**config.mk**
```make
export PLATFORM = sky130hd
export DESIGN_NAME = alu_share_ctrl
export DESIGN_NICKNAME = d
export VERILOG_FILES = /design/src/rtl/alu_share_ctrl.sv
export SDC_FILE = /design/constraint.sdc
export NUM_CORES = 1
export LEC_CHECK = 0
export CAP_MARGIN = 15
export CORE_ASPECT_RATIO = 2
export CORE_MARGIN = 2
export CORE_UTILIZATION = 35
export CTS_CLUSTER_DIAMETER = 100
export CTS_CLUSTER_SIZE = 20
export DETAILED_ROUTE_END_ITERATION = 10
export PLACE_DENSITY = 0.77
export SYNTH_ARGS = -nofsm -noshare
export SYNTH_HDL_FRONTEND = slang
export SYNTH_SLANG_ARGS = --single-unit
```
**constraint.sdc**
```tcl
create_clock -name clk -period 2.7 [get_ports clk]
set_input_delay 0.675 -clock clk [delete_from_list [all_inputs] [get_ports clk]]
set_output_delay 0.675 -clock clk [all_outputs]
set_load 0.05 [all_outputs]
```
**src/rtl/alu_share_ctrl.sv**
```systemverilog
// Two-requester controller that time-shares one external ALU: arbitrate, latch, settle, capture.
// Optional macro ALU_SHARE_RR_EN selects round-robin arbitration; otherwise req0 has fixed priority.
module alu_share_ctrl #(
  parameter int          LAT      = 1,
  parameter logic [3:0]  IDLE_GIN = 4'b1000
) (
  input  logic        clk,
  input  logic        reset,
  input  logic        req0,
  input  logic        req1,
  input  logic [3:0]  gin0,
  input  logic [3:0]  gin1,
  input  logic [1:0]  zc0,
  input  logic [1:0]  zc1,
  input  logic [31:0] a0,
  input  logic [31:0] b0,
  input  logic [31:0] a1,
  input  logic [31:0] b1,
  output logic        gnt0,
  output logic        gnt1,
  output logic        done0,
  output logic        done1,
  output logic [31:0] res,
  output logic        zout,
  output logic        busy,
  output logic [31:0] alu_a,
  output logic [31:0] alu_b,
  output logic [3:0]  alu_gin,
  output logic [1:0]  alu_zcond,
  input  logic [31:0] alu_sum,
  input  logic        alu_zout
);

  typedef enum logic [1:0] {
    IDLE = 2'd0,
    EXEC = 2'd1,
    DONE = 2'd2
  } state_t;

  localparam logic [1:0] CNT_INIT = 2'(LAT - 1);

  state_t      state_q;
  logic [1:0]  cnt_q;
  logic        owner_q;
  logic        gnt0_q, gnt1_q, done0_q, done1_q, busy_q;
  logic [31:0] res_q;
  logic        zout_q;
  logic [31:0] alu_a_q, alu_b_q;
  logic [3:0]  alu_gin_q;
  logic [1:0]  alu_zcond_q;

  logic        any_req_d;
  logic        pick1_d;

`ifdef ALU_SHARE_RR_EN
  logic        last_q;

  // On a tie the requester that was not served last wins.
  always_comb begin
    any_req_d = req0 | req1;
    if (req0 && req1) begin
      pick1_d = (last_q == 1'b0);
    end else begin
      pick1_d = req1;
    end
  end
`else
  always_comb begin
    any_req_d = req0 | req1;
    pick1_d   = req1 & ~req0;
  end
`endif

  // The alu_* registers double as the operand latch while in EXEC.
  always_ff @(posedge clk) begin
    if (reset) begin
      state_q     <= IDLE;
      cnt_q       <= 2'd0;
      owner_q     <= 1'b0;
      gnt0_q      <= 1'b0;
      gnt1_q      <= 1'b0;
      done0_q     <= 1'b0;
      done1_q     <= 1'b0;
      busy_q      <= 1'b0;
      res_q       <= 32'd0;
      zout_q      <= 1'b0;
      alu_a_q     <= 32'd0;
      alu_b_q     <= 32'd0;
      alu_gin_q   <= IDLE_GIN;
      alu_zcond_q <= 2'd0;
`ifdef ALU_SHARE_RR_EN
      last_q      <= 1'b1;
`endif
    end else begin
      gnt0_q  <= 1'b0;
      gnt1_q  <= 1'b0;
      done0_q <= 1'b0;
      done1_q <= 1'b0;
      case (state_q)
        IDLE: begin
          if (any_req_d) begin
            owner_q     <= pick1_d;
            gnt0_q      <= ~pick1_d;
            gnt1_q      <= pick1_d;
            alu_a_q     <= pick1_d ? a1   : a0;
            alu_b_q     <= pick1_d ? b1   : b0;
            alu_gin_q   <= pick1_d ? gin1 : gin0;
            alu_zcond_q <= pick1_d ? zc1  : zc0;
            cnt_q       <= CNT_INIT;
            busy_q      <= 1'b1;
            state_q     <= EXEC;
`ifdef ALU_SHARE_RR_EN
            last_q      <= pick1_d;
`endif
          end
        end
        EXEC: begin
          if (cnt_q == 2'd0) begin
            res_q       <= alu_sum;
            zout_q      <= alu_zout;
            done0_q     <= ~owner_q;
            done1_q     <= owner_q;
            alu_a_q     <= 32'd0;
            alu_b_q     <= 32'd0;
            alu_gin_q   <= IDLE_GIN;
            alu_zcond_q <= 2'd0;
            state_q     <= DONE;
          end else begin
            cnt_q <= cnt_q - 2'd1;
          end
        end
        DONE: begin
          busy_q  <= 1'b0;
          state_q <= IDLE;
        end
        default: begin
          busy_q  <= 1'b0;
          state_q <= IDLE;
        end
      endcase
    end
  end

  assign gnt0      = gnt0_q;
  assign gnt1      = gnt1_q;
  assign done0     = done0_q;
  assign done1     = done1_q;
  assign busy      = busy_q;
  assign res       = res_q;
  assign zout      = zout_q;
  assign alu_a     = alu_a_q;
  assign alu_b     = alu_b_q;
  assign alu_gin   = alu_gin_q;
  assign alu_zcond = alu_zcond_q;

endmodule

```
* Word level (Yosys, flattened, before mapping) *
Cells that the tools add are included.

storage, ports and cells
  bits in registers = 113
  bits of input ports = 177
  output and inout bits = 108
  word-level logic and storage cells = 62

operators by class
  add/subtract/negate cells = 1
  eq/ne operators = 4
  multiplexer cells = 23
  bitwise operators = 9
  reductions and logical operators = 11

operator list
  cell                   number
  $mux W32               5
  $pmux W32 S2           2
  $mux W2                7
  $mux W4                3
  $pmux W2 S2            3
  $pmux W4 S2            1
  $reduce_and A2 Y1      4
  $not A1 Y1             7
  $ne A2 B2 Y1 const B   3
  $reduce_and A3 Y1      2
  $reduce_or A3 Y1       2
  $logic_not A2 Y1       2
  $eq A2 B1 Y1 const B   1
  $pmux W1 S2            1
  $reduce_bool A2 Y1     1
  $sub A2 B1 Y2 const B  1
  $and A1 B1 Y1          1
  $mux W1                1
  $or A1 B1 Y1           1

* Depth between registers and ports, before layout *
  depth after elaboration = 5
  depth in mapped cells = 7
  gate-level depth less buffers = 5

* Worst setup path after synthesis *
Ideal clock, no wire load.

  kind = input to register
  from = input port req1
  to = register alu_a_q[15] (netlist: alu_a[15])
  library setup time = 0.117 ns
  arrival = 1.618 ns
  required time = 2.583 ns
  path slack = 0.965 ns
  stages = 6
  path buffers = 3
  path through = buf_4 -> nor3_2 -> o31a_1 -> buf_4 -> buf_6 -> a22o_1

between the ends
  longest elaborated chain between the ends = 4
  elaborated cells on any way between the ends = 7
  classes of those cells = eq/ne (1); mux (3); bitwise (2); reduce/logical (1)

RTL lines
  item                    RTL line  text
  start: declaration      10        input logic req1,
  $and A1 B1 Y1           70        pick1_d = req1 & ~req0;
  $mux W32                105       alu_a_q <= pick1_d ? a1 : a0;
  $mux W32                101       if (any_req_d) begin
  $pmux W32 S2            99        case (state_q)
  end signal: assignment  105
  end: declaration        48        logic [31:0] alu_a_q, alu_b_q;

Several ways; a longest one is shown, not always the timed one. The select of a mux whose other input is x is not followed.
A chain may end at the register's enable or synchronous reset.

* Worst setup path in the final report *
  from = register alu_b_q[8] (netlist: alu_b[8])
  to = output port alu_b[8]

RTL lines
  item                      RTL line  text
  start: declaration        48
  start signal: assignment  106       alu_b_q <= pick1_d ? b1 : b0;
  end: declaration          27        output logic [31:0] alu_b,

No word-level cell between the ends.

==> flow_summary_export.csv <==
group,metric,value,unit
status,status,"finished, final reports clean",
global_routing,grt-busiest-layer,"met2",
yosys,ys_warn_count,0,
setup_path,startpoint_type,"flop",
yosys,postSynthCellCount,541,
drt,postRouteAntennaNets,0,
clock_tree,cts_tree,"done",
yosys,syn_area_per_cell,8.46,um^2
global_routing,use_met2,40.3,%
global_routing,grt_util_met1,22.2,%
finish,diodes,0,
finish,final_net_count,984,
yosys,synth_nets,720,
drt,drt_wl_total,15600,um
power,p_clk_share,39.6,%
global_routing,track_usage,21.7,%
global_routing,grt_overflow_total,0,
setup_path,cp.depth,1,
hold_path,hold_depth,1,
drt,remaining_drc_errors,0,
placement,place_congestion,0.875,
yosys,ys_types,28,
setup_path,worstPathMaxFanout,2,
clock_tree,clkTransAtPathRegs,0.05,ns
yosys,syn_area,0.00458,mm^2
sta,worst_pin_slew,0.589,ns
placement,dp.cells,938,
setup_path,path_cells,"clkdlybuf4s50_1",
placement,post-dp-hpwl,11500,um
hold_path,holdCritPathClass,"flop to flop",
floorplanning,die-area,0.0141,mm^2
floorplanning,ios,285,
yosys,yosysSeqAreaShare,49.4,%
power,combinationalPowerShare,25.3,%
global_routing,grt_start_max_net_pins,92,
setup_path,crit_family,"buffers and inverters",
drt,wl_per_cell,16.1,um
clock_tree,cts-root-buf,"clkbuf_16",
sta,fin_crit,2.30,ns
setup_path,critPathKind,"flop to output pin",
power,seqPwrFrac,35.0,%
setup_path,path_buf_inv,1,
floorplanning,core_area,0.0129,mm^2
power,p_sw_share,31.8,%
setup_path,required,2.03,ns
global_routing,met3_usage,5.43,%
clock_tree,htree_levels,4,
setup_path,endpoint_kind,"output pin",
setup_path,cpMaxStageDelayCell,"clkdlybuf4s50_1",
placement,io_buffer_count,284,
sta,relSlewSlack,60.6,%
sta,grt_setup_unrepaired,"no",
sta,clock_skew,0.0109,ns
drt,via_count,4910,
finish,drive_gt1_share,5.87,%
setup_path,cpPeakStageDelay,0.87,ns
sta,setup_viol,0,
clock_tree,clk-insertion-delay-late,0.41,ns
sta,fmax,0.434,GHz
yosys,synth-seq-cells,113,
finish,final-instance-count-excl-fill,970,
clock_tree,clkSinkCount,113,
finish,syn_to_final_growth,75.5,%
sta,fin_crit_sh,85.3,%
drt,firstDrtPassIters,4,
power,power_switching,1.71,mW
clock_tree,hold_buffers,0,
clock_tree,cts_buffer_depth,2,
clock_tree,post_cts_resized,0,
setup_path,worst_r2r_path_depth,4,
floorplanning,fp.dieH,166,um
power,irDropWorstVdd,0.000524,V
floorplanning,die_w,84.9,um
setup_path,arrival,1.63,ns
power,power_density,669,mW/mm^2
drt,via_per_inst,5.06,
sta,final_hold_viol_count,0,
sta,drv_slew,0,
clock_tree,cts_made_buffers,17,
global_routing,antenna_found_initial,0,
global_routing,grt_pass1_vias,4887,
job,drv_cap,0,
power,p_leak,3.09,nW
clock_tree,post_cts_buffers,0,
floorplanning,initial_core_util,35.4,%
drt,drt_iter0_markers,193,
floorplanning,num_rows,59,
global_routing,grt_first_pass_wirelength,24300,um
power,internal_power,3.66,mW
sta,tns,0,ns
[Yosys cell counts]
| master | count | share of area (%) |
|---|---|---|
| nor2_1 | 4 | 0.33 |
| buf_6 | 6 | 1.5 |
| clkbuf_1 | 20 | 1.6 |
| and3b_1 | 1 | 0.19 |
| inv_1 | 6 | 0.49 |
| o2bb2ai_1 | 18 | 3.4 |
| and3_1 | 1 | 0.14 |
| nor3_2 | 2 | 0.44 |
| ha_1 | 2 | 0.55 |
| nor4b_1 | 1 | 0.19 |
| a22o_1 | 52 | 10 |
| o31a_1 | 1 | 0.19 |
| a211oi_1 | 2 | 0.33 |
| nand3b_1 | 1 | 0.16 |
| a22oi_1 | 19 | 3.1 |
| nand2_1 | 169 | 14 |
| o21ai_0 | 53 | 5.8 |
| buf_4 | 4 | 0.66 |
| a21oi_1 | 36 | 3.9 |
| o21ba_2 | 1 | 0.22 |
| buf_1 | 1 | 0.082 |
| and2_1 | 3 | 0.41 |
| nor3_1 | 3 | 0.33 |
| dfxtp_1 | 113 | 49 |
| buf_2 | 18 | 2.0 |
| nor2b_1 | 2 | 0.27 |
| nor4bb_1 | 1 | 0.22 |
| a2111oi_0 | 1 | 0.19 |
[placed cells by master (no fill, tap or decap), drive strengths merged]
| master | count |
|---|---|
| clkbuf | 17 |
| o31a | 1 |
| nor4bb | 1 |
| bufinv | 1 |
| ha | 2 |
| clkinvlp | 2 |
| a22oi | 19 |
| dfxtp | 113 |
| nor2 | 4 |
| o21ba | 1 |
| nand3b | 1 |
| nor3 | 5 |
| a211oi | 2 |
| nor4b | 1 |
| o21ai | 53 |
| and2 | 3 |
| clkinv | 4 |
| a2111oi | 1 |
| nor2b | 2 |
| inv | 14 |
| and3 | 1 |
| nand2 | 169 |
| buf | 12 |
| a21oi | 36 |
| and3b | 1 |
| a22o | 52 |
| o2bb2ai | 18 |
| clkdlybuf4s50 | 282 |
[layer usage]
metal | routed length [um] | share of wire [%]
met2 | 8520 | 55
met1 | 5730 | 37
met3 | 851 | 5.4
met5 | 0 | 0
met4 | 520 | 3.3
[stage by stage]
stage          instance area (um^2)  worst slack (ns)  power (mW)  hold slack, ns  util, %
2_1_floorplan                  4580             0.965        2.68           0.417        -
4_1_cts                        8030             0.385        5.43           0.452     62.2
5_1_grt                        8030             0.367        5.59           0.468     62.2
6_report                       8030             0.398        5.37           0.452     62.2
3_3_place_gp                   7460             0.656        3.26           0.442     57.7
3_5_place_dp                   7460             0.614        3.28           0.446     57.7
[state kept, by name, indices dropped and copies added (netlist names)]
| register | flops |
|---|---|
| alu_zcond | 2 |
| cnt_q | 2 |
| gnt1 | 1 |
| alu_gin | 4 |
| busy | 1 |
| owner_q | 1 |
| alu_a | 32 |
| res | 32 |
| alu_b | 32 |
| state_q | 2 |
| done1 | 1 |
| done0 | 1 |
| zout | 1 |
| gnt0 | 1 |
[power by group through the flow]
| stage | combinational [mW] | sequential [mW] | clock (mW) |
|---|---|---|---|
| 6_report | 1.36 | 1.88 | 2.13 |
| 5_1_grt | 1.43 | 1.90 | 2.26 |
| 4_1_cts | 1.37 | 1.88 | 2.18 |
| 3_5_place_dp | 1.36 | 1.92 | 0 |
| 3_3_place_gp | 1.35 | 1.91 | 0 |
| 2_1_floorplan | 0.337 | 2.34 | 0 |
[cell type report]
type	count	area, um^2
clock buffers	17	425
fillers	1129	4890
clock inverters	15	149
repair buffers	294	2950
multi-input cells	373	2030
well taps	152	190
flip-flops and latches	113	2260
inverters	6	22.5
[logic make-up (layout without fill, tap and decap cells)]
| family | after synthesis | after routing | share of synthesized area, % |
|---|---|---|---|
| and+or+nand+nor | 188 | 188 | 16.5 |
| AOI/OAI and AO/OA | 183 | 183 | 27.2 |
| DFF | 113 | 113 | 49.4 |
| buffers and inverters | 55 | 332 | 6.31 |
| adders and majority gates | 2 | 2 | 0.547 |
[worst paths after layout]
check / slack [ns] / from / to
worst min register to register: 0.45 / owner_q / done0
worst max-delay path: 0.40 / alu_b[8] / alu_b[8]
worst min-delay path: 0.45 / owner_q / done0
worst max register to register: 0.98 / state_q[0] / alu_b[18]
No activity file was read; power rests on OpenSTA's default activity.
